### src/rtl/dff_pipe.sv
// dff_pipe: elastic pipeline register, DEPTH stages of WIDTH bits, each stage
// with its own valid bit. Valid/ready on both ends. An empty stage accepts a
// word even while the stages after it are stalled, so bubbles collapse.
// Optional feature: define DFF_PIPE_OCC_EN to add the registered held-word
// count output occ.
module dff_pipe #(
    parameter int               WIDTH = 8,
    parameter int               DEPTH = 4,
    parameter logic [WIDTH-1:0] INIT  = '0
) (
    input  logic             c,
    input  logic             r,
    input  logic [WIDTH-1:0] d,
    input  logic             d_valid,
    output logic             d_ready,
    output logic [WIDTH-1:0] q,
    output logic             q_valid,
    input  logic             q_ready,
    input  logic             flush
`ifdef DFF_PIPE_OCC_EN
    ,
    output logic [$clog2(DEPTH+1)-1:0] occ
`endif
);

    logic [WIDTH-1:0] data [DEPTH];
    logic [DEPTH-1:0] v;
    logic [DEPTH:0]   rdy;

    // Ready ripples back from the sink: a stage can take a word if it is
    // empty or if its own word moves on this edge.
    always_comb begin
        rdy        = '0;
        rdy[DEPTH] = q_ready;
        for (int i = DEPTH - 1; i >= 0; i--) begin
            rdy[i] = !v[i] | rdy[i+1];
        end
    end

    // Flush blocks input so a word offered alongside it is never taken.
    assign d_ready = rdy[0] & !flush;
    assign q       = data[DEPTH-1];
    assign q_valid = v[DEPTH-1];

    // Stage advance: every ready stage loads its predecessor's valid bit, and
    // its data only when that predecessor held a word; flush clears the valid
    // bits while data keeps its last value.
    always_ff @(posedge c or posedge r) begin
        if (r) begin
            v <= '0;
            for (int i = 0; i < DEPTH; i++) begin
                data[i] <= INIT;
            end
        end else if (flush) begin
            v <= '0;
        end else begin
            if (rdy[0]) begin
                v[0] <= d_valid;
                if (d_valid) begin
                    data[0] <= d;
                end
            end
            for (int i = 1; i < DEPTH; i++) begin
                if (rdy[i]) begin
                    v[i] <= v[i-1];
                    if (v[i-1]) begin
                        data[i] <= data[i-1];
                    end
                end
            end
        end
    end

`ifdef DFF_PIPE_OCC_EN
    localparam int OCC_W = $clog2(DEPTH + 1);

    logic in_xfer;
    logic out_xfer;

    assign in_xfer  = d_valid & d_ready;
    assign out_xfer = v[DEPTH-1] & q_ready & !flush;

    // Held-word count tracks the valid bits: up on input only, down on output only.
    always_ff @(posedge c or posedge r) begin
        if (r) begin
            occ <= '0;
        end else if (flush) begin
            occ <= '0;
        end else if (in_xfer && !out_xfer) begin
            occ <= occ + OCC_W'(1);
        end else if (out_xfer && !in_xfer) begin
            occ <= occ - OCC_W'(1);
        end
    end
`endif

endmodule

### config.mk
export PLATFORM = sky130hd
export DESIGN_NAME = dff_pipe
export DESIGN_NICKNAME = d
export VERILOG_FILES = /design/src/rtl/dff_pipe.sv
export SDC_FILE = /design/constraint.sdc
export NUM_CORES = 1
export LEC_CHECK = 0
export CAP_MARGIN = 20
export CORE_MARGIN = 4
export CORE_UTILIZATION = 56
export DETAILED_ROUTE_END_ITERATION = 7
export PLACE_DENSITY = 0.81
export SYNTH_ARGS = -nofsm -noshare
export SYNTH_HDL_FRONTEND = slang
export SYNTH_SLANG_ARGS = --single-unit
### constraint.sdc
create_clock -name c -period 2.56 [get_ports c]
set_input_delay 0.512 -clock c [delete_from_list [all_inputs] [get_ports c]]
set_output_delay 0.512 -clock c [all_outputs]
set_load 0.02 [all_outputs]
# Yosys cells after proc, flatten, opt, wreduce, memory -nomap -nowiden
# Index checks and enable logic that the tools add are counted.
# word_totals
reg_bits	36
input_bits	13
output_inout_bits	10
word_cells	32
# classes
mux	5
n_bitwise	6
n_reduce_logical	13
# ops
op	n
$reduce_and A3 Y1	4
$reduce_bool A2 Y1	4
$logic_not A1 Y1	5
$mux W1	4
$mux W4	1
$or A1 B1 Y1	4
$and A1 B1 Y1	1
$not A1 Y1	1

# Depth between registers and ports, before layout
# Gate-level depths: netlist of the first run.
# depth
word_depth	7
mapped_depth	5
ltp_nobuf	3

# Worst setup path before layout of the first run
# No wires, ideal clock.
# synth_path
path_kind	input-to-reg
startpoint	input flush
endpoint	register data[16] (netlist name)
setup_ps	125
t_arrival_ps	1466
required_time_ps	2435
path_slack_ps	969
path_stages	5
path_buffers	2
cell_sequence	clkbuf_1 > nor2b_1 > nand2b_1 > buf_2 > mux2_2
# synth_between
elab_chain_cells	2
# synth_lines
element	line	source
from (decl)	19	input logic flush
$not A1 Y1 (no line)	--	
$reduce_and A3 Y1 (no line)	--	
to (signal, indexed assignment)	67	data[i] <= data[i-1];
to (decl)	26	logic [WIDTH-1:0] data [DEPTH];
# No other way between the ends.
# A chain may end at the register's enable or synchronous reset.

# Worst setup path after layout of the first run
# layout_path
startpoint	input q_ready
endpoint	output d_ready
# layout_between
elab_chain_cells	5
# layout_lines
element	line	source
from (decl)	18	input logic q_ready,
$or A1 B1 Y1 (4 in series)	36	rdy[i] = !v[i] | rdy[i+1];
$and A1 B1 Y1	41	assign d_ready = rdy[0] & !flush;
to (decl)	15	output logic d_ready,
# No other way between the ends.

==> results.yml, run 1 <==
run_status:
  status: "finished clean"
cts:
  ctsHtreeMaxLevel: 2
  worst_skew_pair.late_latency_ns: 0.32
  post_cts_resize_count: 0
  cts.sinks: 36
  cts_buffer_depth: 2
  tritoncts.num_buffers: 5
  clk_pin_slew_worst_paths_ns: 0.10
  holdBufCountCts: 0
  postCtsSetupRepairBufs: 0
  ctsRootBufferMaster: "sky130_fd_sc_hd__clkbuf_4"
  cts_tree: "yes"
global_routing:
  track_usage: 0.136
  global_route.overflow_total: 0
  grt_max_degree: 37
  wire_length_of_the_first_global_routing_pass_microns: 3510
  grt_antenna_before_repair: 0
  number_of_global_route_vias_before_repair: 819
final_layout:
  stdcell_area_sq_um: 1740
  finish.utilization: 0.696
  layout-area-overhead-vs-synth_pct: 16.8
  final_layout_size_suffix_gt1_frac: 0.303
  n_antenna_cell: 0
  mostFrequentLayoutCell: "sky130_fd_sc_hd__dfrtp_1"
  final_non_filler_cells: 149
  final_net_count: 131
  layout.cells.most_common_list: "36 x sky130_fd_sc_hd__dfrtp_1, 22 x sky130_fd_sc_hd__clkdlybuf4s50_1, 18 x sky130_fd_sc_hd__mux2_2, 8 x sky130_fd_sc_hd__mux2_4, 6 x sky130_fd_sc_hd__mux2_1"
setup_path:
  critical_path.startpoint_type: "primary input"
  crit_fanout: 5
  worst_r2r_startpoint: "v[3]"
  critical_path.top_delay_family: "buffers and inverters"
  setup.worst_path.class: "in2out"
  worst_setup_path_end_kind: "primary output"
  max_stage_delay_ns: 0.62
  arrival_ns: 1.95
  worstReg2RegEnd: "data[13]"
  worstPathCellList: "clkdlybuf4s50_1 -> and4b_4 -> a21oi_1 -> clkdlybuf4s50_1"
  required_time_of_the_critical_path_ns: 2.05
  rrSetupSlack_ns: 0.96
  worst_path_most_repeated_cell: "sky130_fd_sc_hd__clkdlybuf4s50_1"
  crit_buf_inv: 2
  cell_at_the_slowest_stage_of_the_critical_path: "sky130_fd_sc_hd__clkdlybuf4s50_1"
  worst_r2r_path_depth: 3
synth:
  yosysUniqueCellTypes: 17
  fraction_of_the_mapped_netlist_area_in_compound_gates: 0.0218
  synth-warning-count: 0
  synthSimpleGateAreaFrac: 0.0495
  synth.net_count: 112
  syn_area_sq_um: 1490
  synth_adder_area_share: 0
  synthCells: 99
  post_synth_mux_area_share: 0.262
  avgSynthCellArea_sq_um: 15.1
  synth_top_family_by_area: "multiplexers"
  yosysSeqAreaShare: 0.605
  synth-xor-area-share: 0
  ys_seq_elements: 36
sta:
  slew-limit-headroom: 0.703
  skew_ns: 0.00536
  rsz0062_at_grt: "false"
  finalHoldWorstSlack_ns: 0.494
  timing_hold_violations_final: 0
  max_freq_ghz: 0.406
  timing_worst_slew_pin_value_ns: 0.445
  setup-tns-final_ns: 0
  final_report_max_slew_violation_count: 0
  post_layout_minimum_cycle_time_ns: 2.46
  report.final.setup_viol: 0
  timing.final.crit_share: 0.962
hold_path:
  hold-path-cell-count: 1
  hold_end: "data[9]"
  hp-class: "reg2reg"
  hold_path.startpoint: "data[17]"
routing:
  route.detailed.drc: 0
  vias: 767
  antenna_violating_nets_post_route: 0
  post_drt_wl_per_cell_microns: 13.3
  routed_via_density: 5.15
  dr.pass1.iters: 2
  routed_wirelength_microns: 1990
  drt_iter0_drc: 17
floorplanning:
  chipWidth_microns: 59.6
  core_area_sq_um: 2500
  die_area_sq_um: 3550
  pin_count: 23
  initial_core_utilization: 0.596
  rows: 18
  die_height_microns: 59.6
pwr:
  worst_ir_drop_vdd_v: 0.000557
  swShare: 0.260
  pwr-share-comb: 0.245
  p_leak_nw: 0.793
  internal_power_consumption_mw: 1.08
  power.sequential.fraction: 0.550
  switching_power_mw: 0.380
  fraction_of_power_consumed_by_the_clock_network: 0.205
  pwr_density_cell_nw_per_um2: 837
flow_run:
  drv_cap: 0
place:
  port_buffers: 22
  dp.cells: 141
  post_place_instance_area_sq_um: 1680
  gp_congestion: 0.677
==> cells by family (layout without fill, tap and decap cells) <==
kind of cell | after synthesis | count (layout)
buf+inv | 15 | 35
compound gates | 5 | 5
simple gates | 11 | 11
mux | 32 | 32
flops | 36 | 36
==> state kept, by name, indices dropped and copies added, names as in the netlist <==
signal  flops
data       24
v           4
q           8
==> power by group through the flow <==
stage / clock network [mW] / logic, mW / registers (mW)
2_1_floorplan: 0 / 0.297 / 0.785
3_3_place_gp: 0 / 0.349 / 0.806
3_5_place_dp: 0 / 0.360 / 0.817
4_1_cts: 0.310 / 0.363 / 0.804
5_1_grt: 0.337 / 0.387 / 0.824
6_report: 0.299 / 0.357 / 0.801
==> how the worst max path moves through the flow <==
| stage | start | endpoint | slack, ns | cells past startpoint |
|---|---|---|---|---|
| finish | q_ready | d_ready | 0.1 | 4 |
| global route | q_ready | d_ready | 0.02 | 4 |
| CTS | q_ready | d_ready | 0.08 | 4 |
| detailed placement | q_ready | d_ready | 0.09 | 4 |
| global placement | q_ready | d_ready | 0.10 | 4 |
| floorplan | flush | data[16] | 0.97 | 5 |
==> Yosys cell counts, drive strengths merged <==
| cell type | n | area share |
|---|---|---|
| dfrtp | 36 | 0.60 |
| nor2b | 2 | 0.0084 |
| o21ai | 1 | 0.0034 |
| clkbuf | 1 | 0.0025 |
| nor3b | 1 | 0.013 |
| nor2 | 5 | 0.013 |
| inv | 3 | 0.0076 |
| mux2 | 32 | 0.26 |
| and4b | 1 | 0.0092 |
| a211o | 2 | 0.012 |
| nand2b | 1 | 0.0042 |
| a21oi | 2 | 0.0067 |
| nand2 | 1 | 0.0025 |
| buf | 11 | 0.052 |
==> layer usage <==
metal | global-route usage | vias up | part of all wire
met2 | 0.218 | 20 | 0.47
met1 | 0.168 | 380 | 0.46
li1 | - | 365 | -
met4 | 0.0380 | 0 | 0.0085
met5 | 0 | - | 0
met3 | 0.0588 | 2 | 0.063
==> per-stage QoR <==
| step | total power [mW] | worst slack (ns) |
|---|---|---|
| after floorplan | 1.08 | 0.969 |
| after CTS | 1.48 | 0.0848 |
| after detailed placement | 1.18 | 0.0860 |
| after global routing | 1.55 | 0.0246 |
| final | 1.46 | 0.0961 |
| after global placement | 1.15 | 0.104 |
==> cell type report <==
cell class / count / area [sq um]
tap: 30 / 37.5
inverter: 3 / 11.3
timing repair buffer: 24 / 235
multi-input combinational: 48 / 497
clock buffer: 8 / 58.8
fill: 171 / 759
sequential: 36 / 901
No activity file was read; power rests on OpenSTA's default activity.
==> run 2: changes to the inputs <==
Settings changed: RECOVER_POWER set to 50.
==> results.yml, run 2 (synthesized netlist as in run 1, its figures left out) <==
routing:
  route.top_layer_used: "met4"
  routed_wirelength_microns: 2000
  met3RoutedLength_microns: 114
  antenna_violating_nets_post_route: 0
  routed_via_density: 5.15
  vias: 768
  dr.pass1.iters: 3
  post_drt_wl_per_cell_microns: 13.4
  detail_route.wirelength.met1_microns: 936
  routed_length_on_met2_microns: 920
  drt_iter0_drc: 15
  route.detailed.drc: 0
flow_run:
  drv_cap: 0
setup_path:
  crit_buf_inv: 2
  worst_setup_path_end_kind: "primary output"
  setup.worst_path.class: "in2out"
  max_stage_delay_ns: 0.62
  arrival_ns: 1.96
  critical_path.startpoint_type: "primary input"
  worst_path_most_repeated_cell: "sky130_fd_sc_hd__clkdlybuf4s50_1"
  worstPathCellList: "clkdlybuf4s50_1 -> and4b_4 -> a21oi_1 -> clkdlybuf4s50_1"
  cell_at_the_slowest_stage_of_the_critical_path: "sky130_fd_sc_hd__clkdlybuf4s50_1"
  critical_path.top_delay_family: "buffers and inverters"
  rrSetupSlack_ns: 0.92
  crit_fanout: 5
  required_time_of_the_critical_path_ns: 2.05
floorplanning:
  die_area_sq_um: 3550
  initial_core_utilization: 0.596
  pin_count: 23
  core_area_sq_um: 2500
  die_height_microns: 59.6
  rows: 18
  chipWidth_microns: 59.6
final_layout:
  n_antenna_cell: 0
  layout.cells.most_common_list: "36 x sky130_fd_sc_hd__dfrtp_1, 20 x sky130_fd_sc_hd__clkdlybuf4s50_1, 18 x sky130_fd_sc_hd__mux2_2, 8 x sky130_fd_sc_hd__mux2_4, 6 x sky130_fd_sc_hd__mux2_1"
  final_non_filler_cells: 149
  final_layout_size_suffix_gt1_frac: 0.294
  mostFrequentLayoutCell: "sky130_fd_sc_hd__dfrtp_1"
  final_net_count: 131
  area_of_combinational_cells_with_multiple_inputs_sq_um: 490
  layout.area.seq_sq_um: 901
  final.fill_count: 174
  layout-area-overhead-vs-synth_pct: 16.0
  top_register: "data"
  largest_reg_flops: 24
pwr:
  worst_ir_drop_vdd_v: 0.000556
  pwr_density_cell_nw_per_um2: 841
  p_leak_nw: 0.790
  finalPower_mw: 1.45
sta:
  final_report_max_slew_violation_count: 0
  timing_worst_slew_pin_value_ns: 0.846
  max_freq_ghz: 0.405
  setup_ws_ns: 0.0920
  setup-tns-final_ns: 0
  rsz0062_at_grt: "false"
  timing.final.crit_share: 0.964
  report.final.setup_viol: 0
  post_layout_minimum_cycle_time_ns: 2.47
  finalHoldWorstSlack_ns: 0.492
  timing_hold_violations_final: 0
  slew-limit-headroom: 0.436
  skew_ns: 0.00400
cts:
  holdBufCountCts: 0
  cts_tree: "yes"
  worst_skew_pair.late_latency_ns: 0.32
  ctsRootBufferMaster: "sky130_fd_sc_hd__clkbuf_4"
  cts.sinks: 36
  clk_pin_slew_worst_paths_ns: 0.10
  postCtsSetupRepairBufs: 0
  cts_buffer_depth: 2
  tritoncts.num_buffers: 5
  post_cts_resize_count: 0
  ctsHtreeMaxLevel: 2
global_routing:
  track_usage: 0.136
  global_route.overflow_total: 0
  grt_antenna_before_repair: 0
  wire_length_of_the_first_global_routing_pass_microns: 3510
  grt_max_degree: 37
  number_of_global_route_vias_before_repair: 819
run_status:
  status: "finished clean"
place:
  gp_congestion: 0.677
  dp.cells: 141
  place_worst_setup_slack_ns: 0.0860
  port_buffers: 22
hold_path:
  hp-class: "reg2reg"
run 2: cell count changes in the layout (fill, tap and decap cells not counted), sizes merged:
cell	change
clkdlybuf4s50	-2
clkbuf	+2
buf	-2
dlygate4sd3	+2
run 2: through the flow:
stage	cell area (sq um)	util
2_1_floorplan	1490	-
3_3_place_gp	1680	0.673
3_5_place_dp	1680	0.673
4_1_cts	1740	0.696
5_1_grt	1730	0.691
6_report	1730	0.691
run 2: layout make-up:
cell class,count,area share
Inverter,3,0.00652
Timing Repair Buffer,24,0.133
Clock buffer,8,0.0340
Tap cell,30,0.0217
Multi-Input combinational cell,48,0.284
Sequential cell,36,0.521
run 2: layer usage:
layer	track usage	vias to the layer above
li1	-	365
met1	0.168	380
met2	0.218	19
met3	0.0588	4
met4	0.0380	0
met5	0	-
run 2: power breakdown:
| group | leakage, nW | internal, mW | switching (mW) | total [mW] |
|---|---|---|---|---|
| combinational | 0.313 | 0.217 | 0.138 | 0.354 |
| clock | 0.0326 | 0.136 | 0.164 | 0.299 |
| sequential | 0.445 | 0.723 | 0.0772 | 0.800 |
run 2: final timing paths:
| kind | from | end | depth (start not counted) |
|---|---|---|---|
| max | q_ready | d_ready | 4 |
| min | data[20] | data[12] | 1 |
| max reg2reg | v[3] | q[4] | 3 |
| min reg2reg | data[20] | data[12] | 1 |
| max in group asynchronous | r | data[25] | 3 |
| min in group asynchronous | r | q[5] | 3 |
==> run 3: changes to the inputs <==
Settings changed: MAX_ROUTING_LAYER set to met4.
==> results.yml, run 3 (synthesized netlist as in run 1, its figures left out) <==
final_layout:
  final_net_count: 131
  n_antenna_cell: 0
  layout-area-overhead-vs-synth_pct: 16.0
  final_non_filler_cells: 149
  layout.cells.most_common_list: "36 x sky130_fd_sc_hd__dfrtp_1, 20 x sky130_fd_sc_hd__clkdlybuf4s50_1, 18 x sky130_fd_sc_hd__mux2_2, 8 x sky130_fd_sc_hd__mux2_4, 6 x sky130_fd_sc_hd__mux2_1"
  final.fill_count: 174
  largest_reg_flops: 24
  mostFrequentLayoutCell: "sky130_fd_sc_hd__dfrtp_1"
  final_layout_size_suffix_gt1_frac: 0.294
  area_of_combinational_cells_with_multiple_inputs_sq_um: 490
  layout.area.seq_sq_um: 901
  top_register: "data"
sta:
  timing_hold_violations_final: 0
  rsz0062_at_grt: "false"
  final_report_max_slew_violation_count: 0
  finalHoldWorstSlack_ns: 0.496
  timing_worst_slew_pin_value_ns: 0.849
  post_layout_minimum_cycle_time_ns: 2.47
  setup-tns-final_ns: 0
  report.final.setup_viol: 0
  max_freq_ghz: 0.405
  timing.final.crit_share: 0.964
  slew-limit-headroom: 0.434
  skew_ns: 0.00536
cts:
  cts_buffer_depth: 2
  clk_pin_slew_worst_paths_ns: 0.10
  cts.sinks: 36
  ctsHtreeMaxLevel: 2
  worst_skew_pair.late_latency_ns: 0.32
  ctsRootBufferMaster: "sky130_fd_sc_hd__clkbuf_4"
  postCtsSetupRepairBufs: 0
  post_cts_resize_count: 0
  tritoncts.num_buffers: 5
  holdBufCountCts: 0
  cts_tree: "yes"
routing:
  detail_route.wirelength.met1_microns: 927
  drt_iter0_drc: 15
  routed_wirelength_microns: 2000
  post_drt_wl_per_cell_microns: 13.4
  antenna_violating_nets_post_route: 0
  route.top_layer_used: "met4"
  met3RoutedLength_microns: 129
  routed_via_density: 5.14
  route.detailed.drc: 0
  dr.pass1.iters: 3
  vias: 766
  routed_length_on_met2_microns: 931
setup_path:
  worst_path_most_repeated_cell: "sky130_fd_sc_hd__clkdlybuf4s50_1"
  cell_at_the_slowest_stage_of_the_critical_path: "sky130_fd_sc_hd__clkdlybuf4s50_1"
  worst_r2r_path_depth: 3
  rrSetupSlack_ns: 0.92
  worstPathCellList: "clkdlybuf4s50_1 -> and4b_4 -> a21oi_1 -> clkdlybuf4s50_1"
  worstReg2RegEnd: "q[4]"
  crit_fanout: 5
  required_time_of_the_critical_path_ns: 2.05
  setup.worst_path.class: "in2out"
  max_stage_delay_ns: 0.62
  critical_path.startpoint_type: "primary input"
  worst_setup_path_end_kind: "primary output"
  crit_path_start: "q_ready"
  worst_r2r_startpoint: "v[3]"
  arrival_ns: 1.96
pwr:
  p_leak_nw: 0.790
  worst_ir_drop_vdd_v: 0.000554
  pwr_density_cell_nw_per_um2: 841
floorplanning:
  chipWidth_microns: 59.6
  initial_core_utilization: 0.596
  die_height_microns: 59.6
  core_area_sq_um: 2500
  pin_count: 23
  rows: 18
  die_area_sq_um: 3550
global_routing:
  number_of_global_route_vias_before_repair: 817
  grt_max_degree: 37
  track_usage: 0.140
  wire_length_of_the_first_global_routing_pass_microns: 3510
  global_route.overflow_total: 0
  grt_antenna_before_repair: 0
place:
  dp.cells: 141
  port_buffers: 22
  gp_congestion: 0.684
hold_path:
  hold_path.startpoint: "data[20]"
  hold-path-cell-count: 1
  hp-class: "reg2reg"
  hold_end: "data[12]"
flow_run:
  drv_cap: 0
run_status:
  status: "finished clean"
-- run 3: worst max-delay path by stage --
stage,end,slack [ns],cells after the start
after floorplan,data[16],0.97,5
after global placement,d_ready,0.10,4
after detailed placement,d_ready,0.09,4
after CTS,d_ready,0.08,4
after global routing,d_ready,0.02,4
final,d_ready,0.09,4
-- run 3: metal layers --
layer / GRT usage / up-vias
li1: - / 365
met1: 0.166 / 380
met2: 0.218 / 19
met3: 0.0588 / 2
met4: 0.0380 / 0
met5: - / -
-- run 3: where the power goes --
group          total [mW]  switching (mW)  internal [mW]
registers           0.800          0.0773          0.723
clock network       0.298           0.163          0.136
logic               0.354           0.138          0.217
-- run 3: through the flow --
| stage | setup slack (ns) | instance area [sq um] | utilization | power [mW] |
|---|---|---|---|---|
| global placement | 0.104 | 1680 | 0.673 | 1.15 |
| global route | 0.0246 | 1730 | 0.691 | 1.54 |
| floorplan | 0.969 | 1490 | - | 1.08 |
| finish | 0.0920 | 1730 | 0.691 | 1.45 |
| detailed placement | 0.0860 | 1680 | 0.673 | 1.18 |
| CTS | 0.0848 | 1740 | 0.696 | 1.48 |
-- run 3: area by class of cell --
| type | count | area share |
|---|---|---|
| inverter | 3 | 0.00652 |
| clock buffer | 8 | 0.0340 |
| timing repair buffer | 24 | 0.133 |
| sequential | 36 | 0.521 |
| tap | 30 | 0.0217 |
| multi-input combinational | 48 | 0.284 |
-- run 3: critical path, delay by kind of cell --
kind | cells | cell delay, ns
buffers and inverters | 2 | 1.09
AO/OA/AOI/OAI | 1 | 0.14
AND/OR/NAND/NOR | 1 | 0.22
